File: config.mk
export PLATFORM = sky130hd
export DESIGN_NAME = tpu_seq
export DESIGN_NICKNAME = d
export VERILOG_FILES = /design/src/rtl/tpu_seq_pkg.sv /design/src/rtl/tpu_seq_alu.sv /design/src/rtl/tpu_seq.sv
export SDC_FILE = /design/constraint.sdc
export NUM_CORES = 1
export LEC_CHECK = 0
export CORE_ASPECT_RATIO = 1.4
export CORE_MARGIN = 8
export CORE_UTILIZATION = 45
export CTS_BUF_LIST = sky130_fd_sc_hd__clkbuf_4
export DETAILED_ROUTE_END_ITERATION = 7
export PLACE_DENSITY = 0.74
export SETUP_SLACK_MARGIN = 0.15
export SLEW_MARGIN = 30
export SYNTH_ARGS = -nofsm -noshare
export SYNTH_HDL_FRONTEND = slang
export SYNTH_SLANG_ARGS = --single-unit
File: constraint.sdc
create_clock -name i_SCLK -period 6.35 [get_ports i_SCLK]
set_input_delay 0.635 -clock i_SCLK [delete_from_list [all_inputs] [get_ports i_SCLK]]
set_output_delay 0.635 -clock i_SCLK [all_outputs]
set_load 0.01 [all_outputs]
File: src/rtl/tpu_seq_pkg.sv
// Shared definitions for the tpu_seq instruction sequencer: opcodes, FSM states, field offsets.
package tpu_seq_pkg;

   localparam logic [3:0] OpNop  = 4'h0;
   localparam logic [3:0] OpLdi  = 4'h1;
   localparam logic [3:0] OpLd   = 4'h2;
   localparam logic [3:0] OpSt   = 4'h3;
   localparam logic [3:0] OpAdd  = 4'h4;
   localparam logic [3:0] OpSub  = 4'h5;
   localparam logic [3:0] OpAnd  = 4'h6;
   localparam logic [3:0] OpOr   = 4'h7;
   localparam logic [3:0] OpXor  = 4'h8;
   localparam logic [3:0] OpShl  = 4'h9;
   localparam logic [3:0] OpJmp  = 4'hA;
   localparam logic [3:0] OpBeqz = 4'hB;
   localparam logic [3:0] OpHalt = 4'hF;

   localparam int unsigned OpLsb  = 12;
   localparam int unsigned RdLsb  = 8;
   localparam int unsigned RsLsb  = 4;
   localparam int unsigned ImmLsb = 0;

   typedef enum logic [2:0] {
      StIdle,
      StFetch,
      StDecode,
      StExec,
      StMemRd,
      StMemWait,
      StHalt
   } state_e;

   function automatic logic is_alu_op(input logic [3:0] op);
      return (op >= OpAdd) && (op <= OpShl);
   endfunction

   function automatic logic is_illegal_op(input logic [3:0] op);
      return (op == 4'hC) || (op == 4'hD) || (op == 4'hE);
   endfunction

endpackage

File: src/rtl/tpu_seq_alu.sv
// Combinational ALU for tpu_seq: ADD/SUB/AND/OR/XOR/SHL with zero and carry/borrow flags.
module tpu_seq_alu
   import tpu_seq_pkg::*;
#(
   parameter int unsigned DW = 16
) (
   input  logic [3:0]    op_i,
   input  logic [DW-1:0] a_i,
   input  logic [DW-1:0] b_i,
   output logic [DW-1:0] result_o,
   output logic          z_o,
   output logic          c_o,
   output logic          c_we_o
);

   always_comb begin
      result_o = a_i;
      c_o      = 1'b0;
      c_we_o   = 1'b0;
      case (op_i)
         OpAdd: begin
            {c_o, result_o} = {1'b0, a_i} + {1'b0, b_i};
            c_we_o          = 1'b1;
         end
         // The extra top bit of the difference is the borrow.
         OpSub: begin
            {c_o, result_o} = {1'b0, a_i} - {1'b0, b_i};
            c_we_o          = 1'b1;
         end
         OpAnd: result_o = a_i & b_i;
         OpOr:  result_o = a_i | b_i;
         OpXor: result_o = a_i ^ b_i;
         OpShl: begin
            result_o = {a_i[DW-2:0], 1'b0};
            c_o      = a_i[DW-1];
            c_we_o   = 1'b1;
         end
         default: ;
      endcase
      z_o = (result_o == '0);
   end

endmodule

File: src/rtl/tpu_seq.sv
// Instruction sequencer: ROM fetch handshake, decode, register file + ALU, RAM load/store.
// Define TPU_SEQ_TRACE_EN to add the o_TRACE_* instruction-retire trace port.
module tpu_seq
   import tpu_seq_pkg::*;
#(
   parameter int unsigned DW     = 16,
   parameter int unsigned NREG   = 8,
   parameter int unsigned PC_W   = 7,
   parameter int unsigned RAM_AW = 8
) (
   input  logic              i_SCLK,
   input  logic              i_RESET,
   input  logic              i_START,
   output logic              o_RD_RQST,
   output logic [PC_W-1:0]   o_ADDR,
   input  logic              i_ROM_READY,
   input  logic [15:0]       i_ROM_DATA,
   output logic              o_RAM_WEB,
   output logic              o_RAM_OEB,
   output logic [RAM_AW-1:0] o_RAM_ADDR,
   output logic [DW-1:0]     o_RAM_DATA,
   input  logic [DW-1:0]     i_RAM_DATA,
   output logic              o_BUSY,
   output logic              o_HALT,
   output logic              o_ILLEGAL
`ifdef TPU_SEQ_TRACE_EN
   ,
   output logic              o_TRACE_VALID,
   output logic [PC_W-1:0]   o_TRACE_PC,
   output logic [15:0]       o_TRACE_INST
`endif
);

   localparam int unsigned RW = $clog2(NREG);

   state_e            state_q, state_d;
   logic [PC_W-1:0]   pc_q, pc_d;
   logic [15:0]       ir_q;
   logic [DW-1:0]     regs_q [NREG];
   logic              z_q, c_q;
   logic              web_q, oeb_q;
   logic [RAM_AW-1:0] ram_addr_q;
   logic [DW-1:0]     ram_data_q;

   logic [3:0]        op;
   logic [RW-1:0]     rd, rs;
   logic [7:0]        imm;
   logic [DW-1:0]     rd_val, rs_val;
   logic [PC_W-1:0]   jump_tgt;
   logic [DW-1:0]     alu_result;
   logic              alu_z, alu_c, alu_c_we;
   logic              unused_ir;

   assign op       = ir_q[OpLsb +: 4];
   assign rd       = ir_q[RdLsb +: RW];
   assign rs       = ir_q[RsLsb +: RW];
   assign imm      = ir_q[ImmLsb +: 8];
   assign rd_val   = regs_q[rd];
   assign rs_val   = regs_q[rs];
   assign jump_tgt = PC_W'(imm);
   // Register-select bits above RW are ignored by design.
   assign unused_ir = ^ir_q;

   tpu_seq_alu #(
      .DW (DW)
   ) u_alu (
      .op_i     (op),
      .a_i      (rd_val),
      .b_i      (rs_val),
      .result_o (alu_result),
      .z_o      (alu_z),
      .c_o      (alu_c),
      .c_we_o   (alu_c_we)
   );

   always_comb begin
      state_d = state_q;
      pc_d    = pc_q;
      case (state_q)
         StIdle, StHalt: begin
            if (i_START) begin
               state_d = StFetch;
               pc_d    = '0;
            end
         end
         StFetch:  if (i_ROM_READY) state_d = StDecode;
         StDecode: state_d = (op == OpLd) ? StMemRd : StExec;
         StExec: begin
            state_d = (op == OpHalt) ? StHalt : StFetch;
            pc_d    = pc_q + PC_W'(1);
            if ((op == OpJmp) || ((op == OpBeqz) && (rd_val == '0))) pc_d = jump_tgt;
         end
         StMemRd: state_d = StMemWait;
         StMemWait: begin
            state_d = StFetch;
            pc_d    = pc_q + PC_W'(1);
         end
         default: state_d = StIdle;
      endcase
   end

   always_ff @(posedge i_SCLK) begin
      if (i_RESET) begin
         state_q    <= StIdle;
         pc_q       <= '0;
         ir_q       <= '0;
         z_q        <= 1'b0;
         c_q        <= 1'b0;
         web_q      <= 1'b1;
         oeb_q      <= 1'b1;
         ram_addr_q <= '0;
         ram_data_q <= '0;
         for (int i = 0; i < NREG; i++) regs_q[i] <= '0;
      end else begin
         state_q <= state_d;
         pc_q    <= pc_d;
         web_q   <= 1'b1;
         oeb_q   <= 1'b1;
         if ((state_q == StFetch) && i_ROM_READY) ir_q <= i_ROM_DATA;
         // Strobes are armed in DECODE so they land exactly on EXEC / MEM_RD.
         if ((state_q == StDecode) && ((op == OpSt) || (op == OpLd))) begin
            ram_addr_q <= RAM_AW'(imm);
            if (op == OpSt) begin
               web_q      <= 1'b0;
               ram_data_q <= rd_val;
            end else begin
               oeb_q <= 1'b0;
            end
         end
         if (state_q == StExec) begin
            if (op == OpLdi) regs_q[rd] <= DW'(imm);
            if (is_alu_op(op)) begin
               regs_q[rd] <= alu_result;
               z_q        <= alu_z;
               if (alu_c_we) c_q <= alu_c;
            end
         end
         if (state_q == StMemWait) regs_q[rd] <= i_RAM_DATA;
      end
   end

   assign o_RD_RQST  = (state_q == StFetch);
   assign o_ADDR     = pc_q;
   assign o_RAM_WEB  = web_q;
   assign o_RAM_OEB  = oeb_q;
   assign o_RAM_ADDR = ram_addr_q;
   assign o_RAM_DATA = ram_data_q;
   assign o_BUSY     = (state_q != StIdle) && (state_q != StHalt);
   assign o_HALT     = (state_q == StHalt);
   assign o_ILLEGAL  = (state_q == StExec) && is_illegal_op(op);

`ifdef TPU_SEQ_TRACE_EN
   assign o_TRACE_VALID = (state_q == StExec) || (state_q == StMemWait);
   assign o_TRACE_PC    = pc_q;
   assign o_TRACE_INST  = ir_q;
`endif

endmodule
==> results.sh, run 1 <==
export IMPL_synth_net_count=1219
export IMPL_nets=1268
export IMPL_crit_type="reg2reg"
export IMPL_max_freq_mhz=193
export IMPL_cts_hold_buf=0
export IMPL_regArea_um2=4990
export IMPL_crit_slowest_cell="dfxtp_2"
export IMPL_n_fill_cell=2301
export IMPL_routed_wl_mm=33.8
export IMPL_ant_nets=0
export IMPL_ir_drop_v=0.000106
export IMPL_htree_levels=4
export IMPL_syn_instance_count=1131
export IMPL_worst_ep_required_time_ps=6780
export IMPL_fin_skew_ps=29.6
export IMPL_grt_max_degree=42
export IMPL_ios=73
export IMPL_finalCriticalPeriod_ps=5180
export IMPL_syn_area_um2=11800
export IMPL_multi_input_area_um2=6290
export IMPL_path_buf_inv=1
export IMPL_cts_root_buf="clkbuf_4"
export IMPL_drt_iter0_markers=1047
export IMPL_critical_path_top_delay_family="compound AO/OA/AOI/OAI gates"
export IMPL_setup_viol=0
export IMPL_maxCapViolCount=0
export IMPL_status="completed"
export IMPL_synth_edf_count=128
export IMPL_async_flop_share=0
export IMPL_clock_sinks=185
export IMPL_yosysWarnings=0
export IMPL_cpPeakStageDelay_ps=760
export IMPL_powerDensity_nw_per_um2=244
export IMPL_track_usage=0.212
export IMPL_min_from="o_RAM_DATA[13]$_SDFFE_PP0P_"
export IMPL_ys_seq_elements=185
export IMPL_core_um2=25900
export IMPL_postPlaceCellArea_um2=12700
export IMPL_port_buffers=71
export IMPL_hp_class="reg2reg"
export IMPL_cp_max_fo=18
export IMPL_drive_gt1_frac=0.137
export IMPL_antenna_found_initial=1
export IMPL_reg2reg_slack_ps=1170
export IMPL_place_gp_congestion=0.978
export IMPL_slew_violations=0
export IMPL_final_cell_area_um2=13100
export IMPL_ys_types=80
export IMPL_synth_flop_cell="edfxtp_1"
export IMPL_yosysSeqAreaShare=0.424
export IMPL_syn_to_final_growth_pct=11.0
export IMPL_die_w_um=153
export IMPL_fin_tns_setup_ps=0
export IMPL_cts_tree="done"
export IMPL_grt_overflow_total=0
export IMPL_cts_resized=0
export IMPL_dieHeight_um=207
export IMPL_dieArea_um2=31600
export IMPL_worstSetupEndpointType="flop"
export IMPL_worstSkewPairLatency_ps=610
export IMPL_hold_violations=0
export IMPL_syn_area_per_cell_um2=10.4
export IMPL_max_slew_margin_rel=0.326
export IMPL_leakagePower_nw=4.62
export IMPL_hpwl_mm=24.4
export IMPL_period_share=0.816
export IMPL_cts_path_max_buffers=2
export IMPL_cts_setup_buffers=0
export IMPL_critical_path_arrival_ps=5610
export IMPL_grt_setup_unrepaired="no"
export IMPL_via_per_inst=6.23
export IMPL_initial_core_util=0.454
export IMPL_grt_pass1_wl_mm=52.7
export IMPL_first_global_vias=9521
export IMPL_critPathLaunchType="flop"
export IMPL_drc_errors=0
export IMPL_firstDrtPassIters=7
export IMPL_tightestPinTransition_ps=1000
export IMPL_wl_per_cell_um=22.3
export IMPL_numCtsBuffers=17
export IMPL_dr_total_vias=9456
export IMPL_cp_cell_sequence="mux4_2 > mux2i_1 > ha_1 > nand2_1 > nor2_1 > a41oi_1 > xnor2_1 > ha_1 > a21o_1 > a21oi_1 > inv_1 > a2111oi_0 > nor2_2 > or3_1 > o2111a_2 > a21oi_1"
export IMPL_path_clk_slew_ps=160
export IMPL_core_rowCount=70
export IMPL_post_route_util=0.504
sequential cells by signal (all words and copies together) (netlist names), named ones only:
| signal | cells |
|---|---|
| state_q | 3 |
| o_RAM_DATA | 16 |
| o_ADDR | 7 |
| ir_q | 15 |
| regs_q | 128 |
| o_RAM_OEB | 1 |
| o_RAM_WEB | 1 |
| o_RAM_ADDR | 8 |
cell type report:
cell class,instances,share of cell area
antenna,1,0.000192
clock buffer,20,0.0115
clock inverter,12,0.0114
inverter,48,0.0138
multi-input combinational,833,0.482
sequential,185,0.382
tap,324,0.0311
timing repair buffer,95,0.0679
worst reg2reg max path, stage by stage (launching register included):
cell and delay (ps):
dfxtp_2 760, mux4_2 590, mux2i_1 370, ha_1 300, nand2_1 120, nor2_1 300, a41oi_1 190, xnor2_1 180
ha_1 380, a21o_1 200, a21oi_1 190, inv_1 60, a2111oi_0 480, nor2_2 160, or3_1 390, o2111a_2 230
a21oi_1 140
per-stage QoR:
stage	hold slack (ps)	total power, mW	std cells	worst slack (ps)
global placement	474	2.46	1485	1360
floorplan	449	2.20	1131	1740
finish	508	3.18	1518	1170
detailed placement	490	2.48	1485	1250
global route	542	3.33	1518	796
CTS	502	3.17	1517	1200
power breakdown:
group | switching, mW | internal [mW] | total (mW)
combinational | 0.619 | 0.439 | 1.06
sequential | 0.0877 | 1.34 | 1.42
clock | 0.414 | 0.286 | 0.700
total | 1.12 | 2.06 | 3.18
routing by layer:
| layer | vias up | global-route usage | share of wire |
|---|---|---|---|
| li1 | 4270 | - | - |
| met1 | 4614 | 0.232 | 0.36 |
| met2 | 462 | 0.385 | 0.53 |
| met3 | 110 | 0.0346 | 0.070 |
| met4 | 0 | 0.118 | 0.044 |
| met5 | - | 0 | 0 |
worst paths after layout:
kind         depth (start not counted)                          end
max                                 16  regs_q[2][15]$_SDFFCE_PN0P_
min                                  2  o_RAM_DATA[13]$_SDFFE_PP0P_
max reg2reg                         16  regs_q[2][15]$_SDFFCE_PN0P_
min reg2reg                          2  o_RAM_DATA[13]$_SDFFE_PP0P_
Yosys cell counts, types with 3 or more instances:
master / number / area, um^2
buf_2: 13 / 65.1
clkbuf_1: 40 / 150
edfxtp_1: 128 / 3840
mux4_2: 58 / 1310
a22oi_1: 4 / 30.0
nor3_1: 18 / 90.1
nor2b_1: 8 / 50.1
o22ai_1: 10 / 62.6
dfxtp_1: 57 / 1140
buf_6: 7 / 78.8
a221o_1: 5 / 50.1
or3_1: 3 / 18.8
nor4_1: 11 / 68.8
xor2_1: 4 / 35.0
a21o_1: 7 / 52.6
mux2i_2: 3 / 41.3
and3_1: 3 / 18.8
ha_1: 50 / 626
nor2_1: 208 / 781
nand4_1: 5 / 31.3
a221oi_1: 4 / 35.0
nand3_1: 14 / 70.1
o21a_1: 5 / 37.5
o21ai_1: 10 / 50.1
a31oi_1: 5 / 31.3
inv_1: 46 / 173
a21oi_1: 84 / 420
xnor2_1: 21 / 184
buf_4: 3 / 22.5
a211oi_1: 29 / 218
nor3b_1: 3 / 22.5
mux2i_1: 51 / 510
o21ai_0: 26 / 130
mux4_1: 4 / 105
and2_1: 8 / 50.1
o211ai_1: 5 / 37.5
nand2b_1: 14 / 87.6
a2bb2oi_2: 3 / 45.0
nand2_1: 97 / 364
cells in the final DEF (no fill, tap or decap), drive strengths merged, types with 4 or more instances in the layout:
master,instances
o22ai,10
a211oi,29
clkdlybuf4s50,70
and2,8
clkinv,5
a31oi,5
clkbuf,20
nand2,98
edfxtp,128
o21ai,37
nor3,21
a21o,7
a221oi,7
nand4,5
o21a,5
a221o,5
mux4,62
nand3,14
ha,50
nor2b,8
o211ai,5
a21oi,86
nor2,209
a2bb2oi,4
dfxtp,57
xnor2,22
xor2,4
mux2i,56
inv,51
a22oi,4
nor4,14
buf,25
nand2b,14
cell families (layout without fill, tap and decap cells):
logic type                 count (synthesis)  count (layout)  synth area share
and+or+nand+nor                          409             409             0.156
AOI/OAI and AO/OA                        228             228             0.129
DFF                                      185             185             0.424
muxes                                    118             118             0.171
buffers and inverters                    113             175            0.0443
adders and majority gates                 52              52            0.0566
xor gates and xnor gates                  26              26            0.0200
other                                      0               1                 0
No activity file was read; power rests on OpenSTA's default activity.
==> inputs of run 2 (changes only) <==
clock period = 4.8 ns   (was 6.35 ns; I/O delays follow)
==> results.sh, run 2 (synthesis gave the netlist of run 1 again) <==
export IMPL_firstDrtPassIters=6
export IMPL_grt_pass1_wl_mm=53.7
export IMPL_holdPathEnd="ir_q[12]$_SDFFE_PP0P_"
export IMPL_first_global_vias=9577
export IMPL_layout_commonest_cell="nor2_1"
export IMPL_slew_violations=0
export IMPL_switchingPower_mw=1.51
export IMPL_crit_slowest_cell="dfxtp_2"
export IMPL_nets=1333
export IMPL_numCtsBuffers=17
export IMPL_power_share_clock=0.208
export IMPL_via_per_inst=6.10
export IMPL_dieHeight_um=207
export IMPL_leakagePower_nw=4.92
export IMPL_ant_nets=0
export IMPL_internal_power_mw=2.81
export IMPL_combPwrFrac=0.362
export IMPL_cpMostUsedCell="a21oi_1"
export IMPL_cts_tree="done"
export IMPL_cp_max_fo=12
export IMPL_largest_reg_flops=128
export IMPL_maxCapViolCount=0
export IMPL_hp_class="in2reg"
export IMPL_ios=73
export IMPL_port_buffers=71
export IMPL_core_um2=25900
export IMPL_critPathLaunchType="flop"
export IMPL_worstSetupEndpointType="flop"
export IMPL_r2r_cells=13
export IMPL_max_freq_mhz=227
export IMPL_critical_path_arrival_ps=4870
export IMPL_period_share=0.919
export IMPL_dr_total_vias=9655
export IMPL_finalCriticalPeriod_ps=4410
export IMPL_r2r_end="regs_q[6][12]$_SDFFCE_PN0P_"
export IMPL_ir_drop_v=0.000135
export IMPL_setup_viol=0
export IMPL_crit_type="reg2reg"
export IMPL_worst_hold_slack_ps=397
export IMPL_drive_gt1_frac=0.176
export IMPL_path_clk_slew_ps=150
export IMPL_htree_levels=4
export IMPL_hold_violations=0
export IMPL_fin_tns_setup_ps=0
export IMPL_largest_register="regs_q"
export IMPL_wl_per_cell_um=22.2
export IMPL_grt_setup_unrepaired="no"
export IMPL_layout_common_cells="nor2_1, edfxtp_1, nand2_1"
export IMPL_powerDensity_nw_per_um2=318
export IMPL_track_usage=0.218
export IMPL_antenna_found_initial=1
export IMPL_drt_iter0_markers=1089
export IMPL_dieArea_um2=31600
export IMPL_syn_to_final_growth_pct=15.3
export IMPL_max_slew_margin_rel=0.325
export IMPL_whs_path_depth=2
export IMPL_cts_path_max_buffers=2
export IMPL_cts_root_buf="clkbuf_4"
export IMPL_hpwl_mm=25.9
export IMPL_fin_skew_ps=29.9
export IMPL_tightestPinTransition_ps=1010
export IMPL_grt_overflow_total=0
export IMPL_worstSkewPairLatency_ps=620
export IMPL_status="completed"
export IMPL_drc_errors=0
export IMPL_cts_hold_buf=0
export IMPL_worst_ep_required_time_ps=5260
export IMPL_seqPwrFrac=0.430
export IMPL_min_from="i_RESET"
export IMPL_core_rowCount=70
export IMPL_routed_wl_mm=35.2
export IMPL_cp_cell_sequence="mux4_2 > mux2i_1 > inv_1 > fa_1 > a21o_1 > a21oi_1 > o21ai_1 > and3_1 > or4_1 > a21oi_1 > o31ai_2 > buf_4 > a21oi_1"
export IMPL_initial_core_util=0.454
export IMPL_reg2reg_slack_ps=390
export IMPL_grt_max_degree=52
export IMPL_switching_share=0.350
export IMPL_clock_sinks=185
export IMPL_die_w_um=153
export IMPL_place_gp_congestion=0.951
export IMPL_cpPeakStageDelay_ps=600
## run 2: repair_timing
action,4_1_cts,5_1_grt
setup endpoints to repair,0,19
setup buffers,0,1
gates resized for setup,0,8
## run 2: per-layer routing
layer | vias up | routed length (um) | share of wire | GRT usage
li1 | 4394 | - | - | -
met1 | 4636 | 12100 | 0.35 | 0.234
met2 | 514 | 18400 | 0.52 | 0.396
met3 | 111 | 2690 | 0.076 | 0.0310
met4 | 0 | 1980 | 0.056 | 0.137
met5 | - | 0 | 0 | 0
## run 2: power groups by stage
stage	clock network [mW]	registers, mW	logic (mW)
finish	0.899	1.86	1.56
global route	0.954	1.86	1.70
CTS	0.911	1.85	1.53
detailed placement	0	1.89	1.52
global placement	0	1.88	1.49
floorplan	0	1.84	1.08
## run 2: layout make-up
cell class	count	area, um^2
Fill cell	2227	12400
Multi-Input combinational cell	833	6280
Sequential cell	185	4990
Timing Repair Buffer	160	1420
Tap cell	324	405
Inverter	48	180
Clock inverter	14	154
Clock buffer	17	128
Antenna cell	1	2.50
## run 2: critical path: cells and delay by family (launching register included)
kind	cells	cell delay (ps)
compound gates	6	1190
mux	2	960
simple gates	2	740
flops	1	600
fa+ha+maj	1	440
buf+inv	2	340
## run 2: through the flow
step	instance area (um^2)	cells	worst slack, ps	power [mW]	utilization
finish	13600	1582	391	4.32	0.523
global route	13600	1582	139	4.51	0.523
CTS	13500	1579	238	4.29	0.521
detailed placement	13200	1548	290	3.41	0.510
global placement	13200	1548	316	3.37	0.510
floorplan	11800	1131	190	2.92	-
## run 2: worst max-delay path by stage
stage	start	end	slack, ps	cells past startpoint
2_1_floorplan	flop	regs_q[0][15]$_SDFFCE_PN0P_	190	18
3_3_place_gp	flop	regs_q[4][15]$_SDFFCE_PN0P_	320	18
3_5_place_dp	flop	regs_q[6][15]$_SDFFCE_PN0P_	290	19
4_1_cts	flop	regs_q[6][15]$_SDFFCE_PN0P_	240	19
5_1_grt	flop	regs_q[6][15]$_SDFFCE_PN0P_	140	19
6_report	flop	regs_q[6][12]$_SDFFCE_PN0P_	390	13
